<file path="config.mk">
export PLATFORM = sky130hd
export DESIGN_NAME = mem_stage_hs
export DESIGN_NICKNAME = d
export VERILOG_FILES = /design/src/rtl/mem_stage_hs.sv
export SDC_FILE = /design/constraint.sdc
export NUM_CORES = 1
export LEC_CHECK = 0
export ABC_AREA = 0
export ABC_CLOCK_PERIOD_IN_PS = 4300
export CORE_AREA = 2 2 179 181
export DETAILED_ROUTE_END_ITERATION = 6
export DIE_AREA = 0 0 181 183
export MAX_ROUTING_LAYER = met4
export PLACE_DENSITY = 0.57
export SETUP_SLACK_MARGIN = 0.02
export SYNTH_ARGS = -nofsm -noshare
export SYNTH_HDL_FRONTEND = slang
export SYNTH_SLANG_ARGS = --single-unit
</file>
<file path="constraint.sdc">
create_clock -name clk -period 4.3 [get_ports clk]
set_clock_uncertainty 0.1 [all_clocks]
set_input_delay 0.43 -clock clk [delete_from_list [all_inputs] [get_ports clk]]
set_output_delay 0.43 -clock clk [all_outputs]
set_load 0.05 [all_outputs]
</file>
<file path="src/rtl/mem_stage_hs.sv">
// mem_stage_hs: MEM stage of the 5-stage MIPS pipeline (between EXE and WB).
// Handles byte/half/word loads and stores over a req/ack data-memory
// handshake with variable latency. A watchdog ends a request that is never
// acknowledged. Misaligned accesses raise AdEL/AdES without touching memory.
// Non-memory instructions complete in the cycle they arrive.
module mem_stage_hs #(
  parameter int SIDE_W   = 86,
  parameter int MAX_WAIT = 16,
  parameter int CNT_W    = 5
) (
  input  logic                 clk,
  input  logic                 reset,
  input  logic                 MEM_valid,
  input  logic                 MEM_allow_in,
  input  logic [74+SIDE_W:0]   EXE_MEM_bus_r,
  output logic                 dm_req,
  output logic [31:0]          dm_addr,
  output logic [3:0]           dm_wen,
  output logic [31:0]          dm_wdata,
  input  logic                 dm_ack,
  input  logic [31:0]          dm_rdata,
  output logic                 MEM_over,
  output logic [37+SIDE_W:0]   MEM_WB_bus,
  output logic [4:0]           MEM_wdest,
  output logic [1:0]           MEM_exc,
  output logic [31:0]          MEM_badvaddr,
  output logic [31:0]          MEM_pc
);

  localparam int BUS_W = 75 + SIDE_W;
  localparam logic [CNT_W-1:0] CNT_LAST = CNT_W'(MAX_WAIT - 1);

  typedef enum logic [1:0] {
    ST_IDLE = 2'd0,
    ST_WAIT = 2'd1,
    ST_DONE = 2'd2
  } state_t;

  // Byte-enable pattern for a store of the given size at the given offset.
  function automatic logic [3:0] store_wen(input logic [1:0] size, input logic [1:0] ofs);
    logic [3:0] w;
    case (size)
      2'b00:   w = 4'b0001 << ofs;
      2'b01:   w = ofs[1] ? 4'b1100 : 4'b0011;
      default: w = 4'b1111;
    endcase
    return w;
  endfunction

  // Store data replicated across every lane the access could target.
  function automatic logic [31:0] store_lanes(input logic [1:0] size, input logic [31:0] sd);
    logic [31:0] d;
    case (size)
      2'b00:   d = {4{sd[7:0]}};
      2'b01:   d = {2{sd[15:0]}};
      default: d = sd;
    endcase
    return d;
  endfunction

  // Select the addressed byte/half of the read word and extend it.
  function automatic logic [31:0] load_extract(input logic [1:0] size, input logic uns,
                                               input logic [1:0] ofs, input logic [31:0] rd);
    logic [7:0]  b;
    logic [15:0] h;
    logic [31:0] r;
    b = rd[{ofs, 3'b000} +: 8];
    h = ofs[1] ? rd[31:16] : rd[15:0];
    case (size)
      2'b00:   r = {{24{b[7] & ~uns}}, b};
      2'b01:   r = {{16{h[15] & ~uns}}, h};
      default: r = rd;
    endcase
    return r;
  endfunction

  // Bus fields
  logic [4:0]        mem_op_s;
  logic [31:0]       store_data_s;
  logic [31:0]       exe_result_s;
  logic              rf_wen_s;
  logic [4:0]        rf_wdest_s;
  logic [SIDE_W-1:0] side_s;

  assign mem_op_s     = EXE_MEM_bus_r[BUS_W-1  -: 5];
  assign store_data_s = EXE_MEM_bus_r[BUS_W-6  -: 32];
  assign exe_result_s = EXE_MEM_bus_r[BUS_W-38 -: 32];
  assign rf_wen_s     = EXE_MEM_bus_r[SIDE_W+5];
  assign rf_wdest_s   = EXE_MEM_bus_r[SIDE_W+4 : SIDE_W];
  assign side_s       = EXE_MEM_bus_r[SIDE_W-1:0];

  logic       is_load_s, is_store_s, is_mem_s, uns_s, misalign_s, go_s;
  logic [1:0] size_s;

  assign is_load_s  = mem_op_s[4];
  assign is_store_s = mem_op_s[3];
  assign size_s     = mem_op_s[2:1];
  assign uns_s      = mem_op_s[0];
  assign is_mem_s   = is_load_s | is_store_s;
  assign misalign_s = ((size_s == 2'b01) && exe_result_s[0]) ||
                      (size_s[1] && (exe_result_s[1:0] != 2'b00));
  assign go_s       = MEM_valid & is_mem_s & ~misalign_s;

  // State
  state_t             state_r, state_s;
  logic [CNT_W-1:0]   cnt_r, cnt_s;
  logic [31:0]        cap_r, cap_s;
  logic               err_r, err_s;
  logic               post_rst_r;
  logic               req_s, over_s;
  logic [1:0]         exc_s;
  logic [31:0]        mem_result_s;

  // Next-state and handshake/completion outputs of the memory-access FSM.
  always_comb begin
    state_s = state_r;
    cnt_s   = cnt_r;
    cap_s   = cap_r;
    err_s   = err_r;
    req_s   = 1'b0;
    over_s  = 1'b0;
    exc_s   = 2'b00;
    if (post_rst_r) begin
      // First cycle out of reset: stay quiet so nothing is issued or retired.
      state_s = ST_IDLE;
    end else begin
      case (state_r)
        ST_IDLE: begin
          if (go_s) begin
            req_s = 1'b1;
            if (dm_ack) begin
              cap_s   = load_extract(size_s, uns_s, exe_result_s[1:0], dm_rdata);
              err_s   = 1'b0;
              state_s = ST_DONE;
            end else begin
              cnt_s   = {CNT_W{1'b0}};
              state_s = ST_WAIT;
            end
          end else begin
            over_s = MEM_valid;
            if (MEM_valid && is_mem_s) begin
              exc_s = is_load_s ? 2'b01 : 2'b10;
            end else begin
              exc_s = 2'b00;
            end
          end
        end
        ST_WAIT: begin
          req_s = 1'b1;
          if (!MEM_valid) begin
            state_s = ST_IDLE;
          end else if (dm_ack) begin
            cap_s   = load_extract(size_s, uns_s, exe_result_s[1:0], dm_rdata);
            err_s   = 1'b0;
            state_s = ST_DONE;
          end else if (cnt_r == CNT_LAST) begin
            err_s   = 1'b1;
            state_s = ST_DONE;
          end else begin
            cnt_s = cnt_r + {{(CNT_W-1){1'b0}}, 1'b1};
          end
        end
        ST_DONE: begin
          over_s = 1'b1;
          exc_s  = err_r ? 2'b11 : 2'b00;
          if (!MEM_valid || MEM_allow_in) begin
            state_s = ST_IDLE;
          end else begin
            state_s = ST_DONE;
          end
        end
        default: begin
          state_s = ST_IDLE;
        end
      endcase
    end
  end

  // FSM, wait counter and captured load data registers.
  always_ff @(posedge clk) begin
    if (reset) begin
      state_r    <= ST_IDLE;
      cnt_r      <= {CNT_W{1'b0}};
      cap_r      <= 32'h0000_0000;
      err_r      <= 1'b0;
      post_rst_r <= 1'b1;
    end else begin
      state_r    <= state_s;
      cnt_r      <= cnt_s;
      cap_r      <= cap_s;
      err_r      <= err_s;
      post_rst_r <= 1'b0;
    end
  end

  assign mem_result_s = is_load_s ? cap_r : exe_result_s;

  assign dm_req       = req_s;
  assign dm_addr      = {exe_result_s[31:2], 2'b00};
  assign dm_wen       = (req_s && is_store_s) ? store_wen(size_s, exe_result_s[1:0]) : 4'b0000;
  assign dm_wdata     = store_lanes(size_s, store_data_s);
  assign MEM_over     = over_s;
  assign MEM_exc      = exc_s;
  assign MEM_badvaddr = (exc_s != 2'b00) ? exe_result_s : 32'h0000_0000;
  assign MEM_pc       = side_s[31:0];
  assign MEM_wdest    = rf_wdest_s & {5{MEM_valid}};
  assign MEM_WB_bus   = {rf_wen_s & (exc_s == 2'b00), rf_wdest_s, mem_result_s, side_s};

endmodule

</file>
==> results of run 1 <==
## cell type report
| type | count | area, um2 |
|---|---|---|
| fillers | 3399 | 24200 |
| repair buffers | 267 | 2920 |
| multi-input cells | 353 | 2550 |
| flip-flops and latches | 41 | 821 |
| well taps | 402 | 503 |
| clock buffers | 5 | 125 |
| inverters | 9 | 33.8 |
| clock inverters | 3 | 17.5 |
| diodes | 1 | 2.50 |
## per-layer routing
layer	wire, um	up-vias	track usage
met4	956	0	0.0569
met1	8200	2160	0.136
li1	-	2136	-
met2	11000	245	0.226
met5	0	-	-
met3	1720	89	0.0338
## synth_stat cells, types with 2 or more instances
cell | count | area (um2)
buf_4 | 165 | 1240
nand2_1 | 56 | 210
a21oi_1 | 48 | 240
dfxtp_1 | 41 | 821
mux2_2 | 40 | 450
and2_1 | 36 | 225
a211oi_1 | 21 | 158
buf_2 | 18 | 90.1
mux2i_1 | 18 | 180
a22o_1 | 15 | 131
o21ai_0 | 14 | 70.1
clkbuf_1 | 13 | 48.8
a311oi_2 | 10 | 150
nor2_1 | 10 | 37.5
inv_1 | 9 | 33.8
a22oi_1 | 8 | 60.1
a221oi_1 | 7 | 61.3
a311oi_1 | 7 | 61.3
buf_1 | 6 | 22.5
nand3_1 | 4 | 20.0
clkbuf_2 | 3 | 15.0
nor2_2 | 3 | 18.8
nor2b_1 | 3 | 18.8
nor4_1 | 3 | 18.8
o311ai_0 | 3 | 26.3
o41ai_1 | 3 | 26.3
or3_1 | 3 | 18.8
and3_1 | 2 | 12.5
buf_6 | 2 | 22.5
ha_1 | 2 | 25.0
nand2b_1 | 2 | 12.5
nand4_1 | 2 | 12.5
nor3_1 | 2 | 10.0
nor3_2 | 2 | 20.0
o21a_1 | 2 | 15.0
o32ai_1 | 2 | 17.5
## stage by stage
stage	std cells	setup slack, ns	cell area, um2	utilization
floorplan	610	1.53	4840	-
global placement	1072	1.19	6840	0.219
detailed placement	1072	1.13	6840	0.219
CTS	1080	1.15	6980	0.223
global route	1081	1.01	6980	0.224
finish	1081	1.19	6980	0.224
## kinds of logic (layout without fill, tap and decap cells)
logic type,after synthesis,count (layout),synth area share
simple gates,137,137,0.149
flops,41,41,0.170
other cells,1,3,0.000776
compound gates,153,153,0.235
mux,59,59,0.136
fa+ha+maj,2,2,0.00518
buf+inv,216,284,0.304
## power groups by stage
stage | clock network, mW | logic [mW] | registers (mW)
final | 0.377 | 0.804 | 0.400
after global routing | 0.399 | 0.845 | 0.401
after CTS | 0.386 | 0.811 | 0.401
after detailed placement | 0 | 0.809 | 0.409
after global placement | 0 | 0.808 | 0.409
after floorplan | 0 | 0.792 | 0.404
## worst max-delay path: stages
cell and delay [ns]:
buf_2 0.43, or2_1 0.65, nand2_1 0.14, nand2_1 0.10, clkdlybuf4s50_1 0.80
## worst paths after layout
path                                          from           end  slack [ns]  depth (start not counted)
worst min register to register               err_r         err_r        0.39                          2
worst max register to register          state_r[0]     cap_r[26]        1.99                          4
worst min-delay path                         err_r         err_r        0.39                          2
worst max-delay path            EXE_MEM_bus_r[158]  dm_wdata[10]        1.19                          5
## sequential cells by signal, summed over array words and instances (netlist names)
signal      cells
cap_r          32
cnt_r           5
err_r           1
post_rst_r      1
state_r         2
==> flow_summary.toml, run 1 <==
[run_status]
status = "finished, final reports clean"

[timing]
min_period_ns = 3.11
whs_ns = 0.386
final-max-slew-violation-count = 0
max_freq_mhz = 322
hold_viol = 0
maxSlewHeadroom = 0.221
grt_setup_unrepaired = "no"
finalCritPeriodShare = 0.723
finalSetupTns_ns = 0
tightest_slew_ns = 1.17
setup_viol_count_final = 0

[routing]
vias_per_cell = 4.28
routed_wl_um = 21900
drc = 0
ant_nets = 0
wl_per_cell_um = 20.2
dr.pass1.iters = 7
vias = 4630
drt_iter0_drc = 240

[worst_setup_path]
required_ns = 3.77
criticalPathCategory = "in2out"
endpoint_kind = "output port"
path_max_fanout = 25
arrival_ns = 2.58
crit_path_start_kind = "input pin"

[power]
swShare = 0.419
p_int_mw = 0.918
irDropWorstVdd_v = 0.000111
switchingPower_mw = 0.663
p_total_mw = 1.58
power_density_mw_per_mm2 = 226
power.leakage_nw = 2.50
pwr-share-clk = 0.238
combPwrFrac = 0.509
pwr-share-seq = 0.253

[cts]
tritoncts = "yes"
cts_buffers = 5
cts_setup_buffers = 0
cts_resized = 0
htreeDepth = 2
cts_buffer_depth = 2
cts-hold-fix-buffers = 0
path_clk_slew_ns = 0.06
cts-root-buf = "clkbuf_16"
clock_latency_ns = 0.28
clock_sink_count = 41

[die]
dieWidth_um = 181
coreArea_mm2 = 0.0312
ios = 463
die_y_um = 183
die_area_mm2 = 0.0331
row_count = 65
initial_core_util = 0.155

[global_routing]
grt_pass1_vias = 4509
grt_pass1_wl_um = 30900
grt_max_degree = 42
antenna_found_initial = 4
grtUsageTotal = 0.128
gr-total-overflow = 0

[synthesis]
yosys_warnings = 0
synth_ff_type = "dfxtp_1"
async_flop_share = 0
syn_area_mm2 = 0.00483
synthCells = 609
synth-edff-count = 0
ys_seq_area_frac = 0.170
synth.distinct_cells = 60
syn_area_per_cell_um2 = 7.94
ys_ff_latch = 41

[finish]
area_delta_synth_final_pct = 44.4
final_common_cell = "clkdlybuf4s50_1"
fin_nets = 877
mostFrequentLayoutCells = "211 x clkdlybuf4s50_1, 56 x nand2_1, 48 x a21oi_1"
drive_above_1_share = 0.186

[placement]
io_buffers = 256
hpwlAfterDp_um = 17800
place_congestion = 0.768

[run]
max-cap-violations = 0

[worst_hold_path]
min_path_type = "reg2reg"
(Power assumes the default switching activity.)
==> run 2: changes to the inputs <==
- ABC_CLOCK_PERIOD_IN_PS: 4300 -> 3240
- CORE_AREA: 2 2 179 181 -> 2 2 182 184
- DIE_AREA: 0 0 181 183 -> 0 0 184 186
- PLACE_DENSITY: 0.57 -> 0.56
- clock period: 4.3 -> 3.24 ns (I/O delays scaled with it)
==> flow_summary.toml, run 2 (synthesis gave the netlist of run 1 again) <==
[run_status]
status = "finished, final reports clean"

[timing]
worst_slack_ns = 0.580
finalSetupTns_ns = 0
min_period_ns = 2.66
grt_setup_unrepaired = "no"
finalCritPeriodShare = 0.821
hold_viol = 0
tightest_slew_ns = 0.932
final-max-slew-violation-count = 0
setup_viol_count_final = 0
max_freq_mhz = 376
whs_ns = 0.295
maxSlewHeadroom = 0.379

[global_routing]
gr-total-overflow = 0
grtUsageTotal = 0.124
grt_max_degree = 34
antenna_found_initial = 4
grt_pass1_vias = 4559
grt_pass1_wl_um = 30600

[finish]
stdcell_area_mm2 = 0.00727
mostFrequentLayoutCells = "198 x clkdlybuf4s50_1, 56 x nand2_1, 51 x buf_12"
fin_nets = 885
final_common_cell = "clkdlybuf4s50_1"
nFillCells = 3516
largest_reg_flops = 32
top_register = "cap_r"
drive_above_1_share = 0.214
reg_top3 = "cap_r: 32 flops, cnt_r: 5 flops, state_r: 2 flops"
area_delta_synth_final_pct = 50.3

[cts]
cts_resized = 0
cts-root-buf = "clkbuf_16"
path_clk_slew_ns = 0.06
cts_buffer_depth = 2
clock_sink_count = 41
htreeDepth = 2
cts-hold-fix-buffers = 0
clock_latency_ns = 0.28
cts_setup_buffers = 0
cts_buffers = 5
tritoncts = "yes"

[routing]
wl_met3_um = 1740
wl_per_cell_um = 20.1
routed.top_layer = "met4"
route.met2.wl_um = 11300
drc = 0
met1_length_um = 8360
routed_wl_um = 22100
ant_nets = 0
drt_iter0_drc = 201
vias_per_cell = 4.19
vias = 4600
dr.pass1.iters = 4

[placement]
hpwlAfterDp_um = 18000
post_dp_cell_area_mm2 = 0.00711
dp_slack_ns = 0.531
io_buffers = 256
place_congestion = 0.768

[die]
ios = 463
coreArea_mm2 = 0.0322
dieWidth_um = 184
initial_core_util = 0.150
row_count = 66
die_area_mm2 = 0.0342
die_y_um = 186

[worst_setup_path]
path_cells = "clkdlybuf4s50_1 > nand2b_1 > o41a_1 > nor2_2 > buf_4 > and2_1 > buf_12"
arrival_ns = 2.24
cpPeakStageDelay_ns = 0.58
crit_buf_inv = 3
endpoint_kind = "output port"
critPathTopFamily = "buffers and inverters"
required_ns = 2.82
crit_path_start_kind = "input pin"
crit_slowest_cell = "clkdlybuf4s50_1"
path_max_fanout = 32
criticalPathCategory = "in2out"

[power]
power_density_mw_per_mm2 = 295
p_total_mw = 2.15
power.leakage_nw = 2.62
irDropWorstVdd_v = 0.000172

[worst_hold_path]
min_path_type = "in2reg"

[run]
max-cap-violations = 0
-- run 2: report_power, final --
group | leakage, nW | switching [mW] | internal (mW)
logic | 2.22 | 0.663 | 0.450
registers | 0.333 | 0.0136 | 0.519
clock network | 0.0621 | 0.215 | 0.285
total | 2.62 | 0.892 | 1.25
-- run 2: worst register-to-register path, stage by stage, from the launching register on --
cell	delay (ns)
dfxtp_1	0.60
or3_1	0.81
buf_4	0.34
a21oi_1	0.09
a311oi_1	0.26
-- run 2: stage by stage --
stage / instances / utilization
finish: 1098 / 0.226
global route: 1098 / 0.226
CTS: 1094 / 0.225
detailed placement: 1086 / 0.221
global placement: 1086 / 0.221
floorplan: 610 / -
-- run 2: path summary, 6_finish.rpt --
path              startpoint              end  slack (ns)  cells past startpoint
setup / recovery   MEM_valid  MEM_badvaddr[8]        0.58                      7
hold / removal         reset       post_rst_r        0.30                      1
setup reg to reg  state_r[0]         cap_r[7]        0.97                      4
hold reg to reg     cnt_r[3]         cnt_r[3]        0.37                      2
-- run 2: per-layer routing --
layer / up-vias / global-route usage
met5: - / -
met4: 0 / 0.0477
met3: 74 / 0.0325
met2: 221 / 0.220
met1: 2142 / 0.133
li1: 2163 / -
-- run 2: area by class of cell --
cell class	instances	area, um2	area share
multi-input combinational	353	2550	0.352
antenna	4	10.0	0.00138
tap	408	510	0.0703
sequential	41	821	0.113
clock buffer	5	125	0.0172
inverter	9	33.8	0.00465
clock inverter	3	22.5	0.00310
timing repair buffer	275	3190	0.439
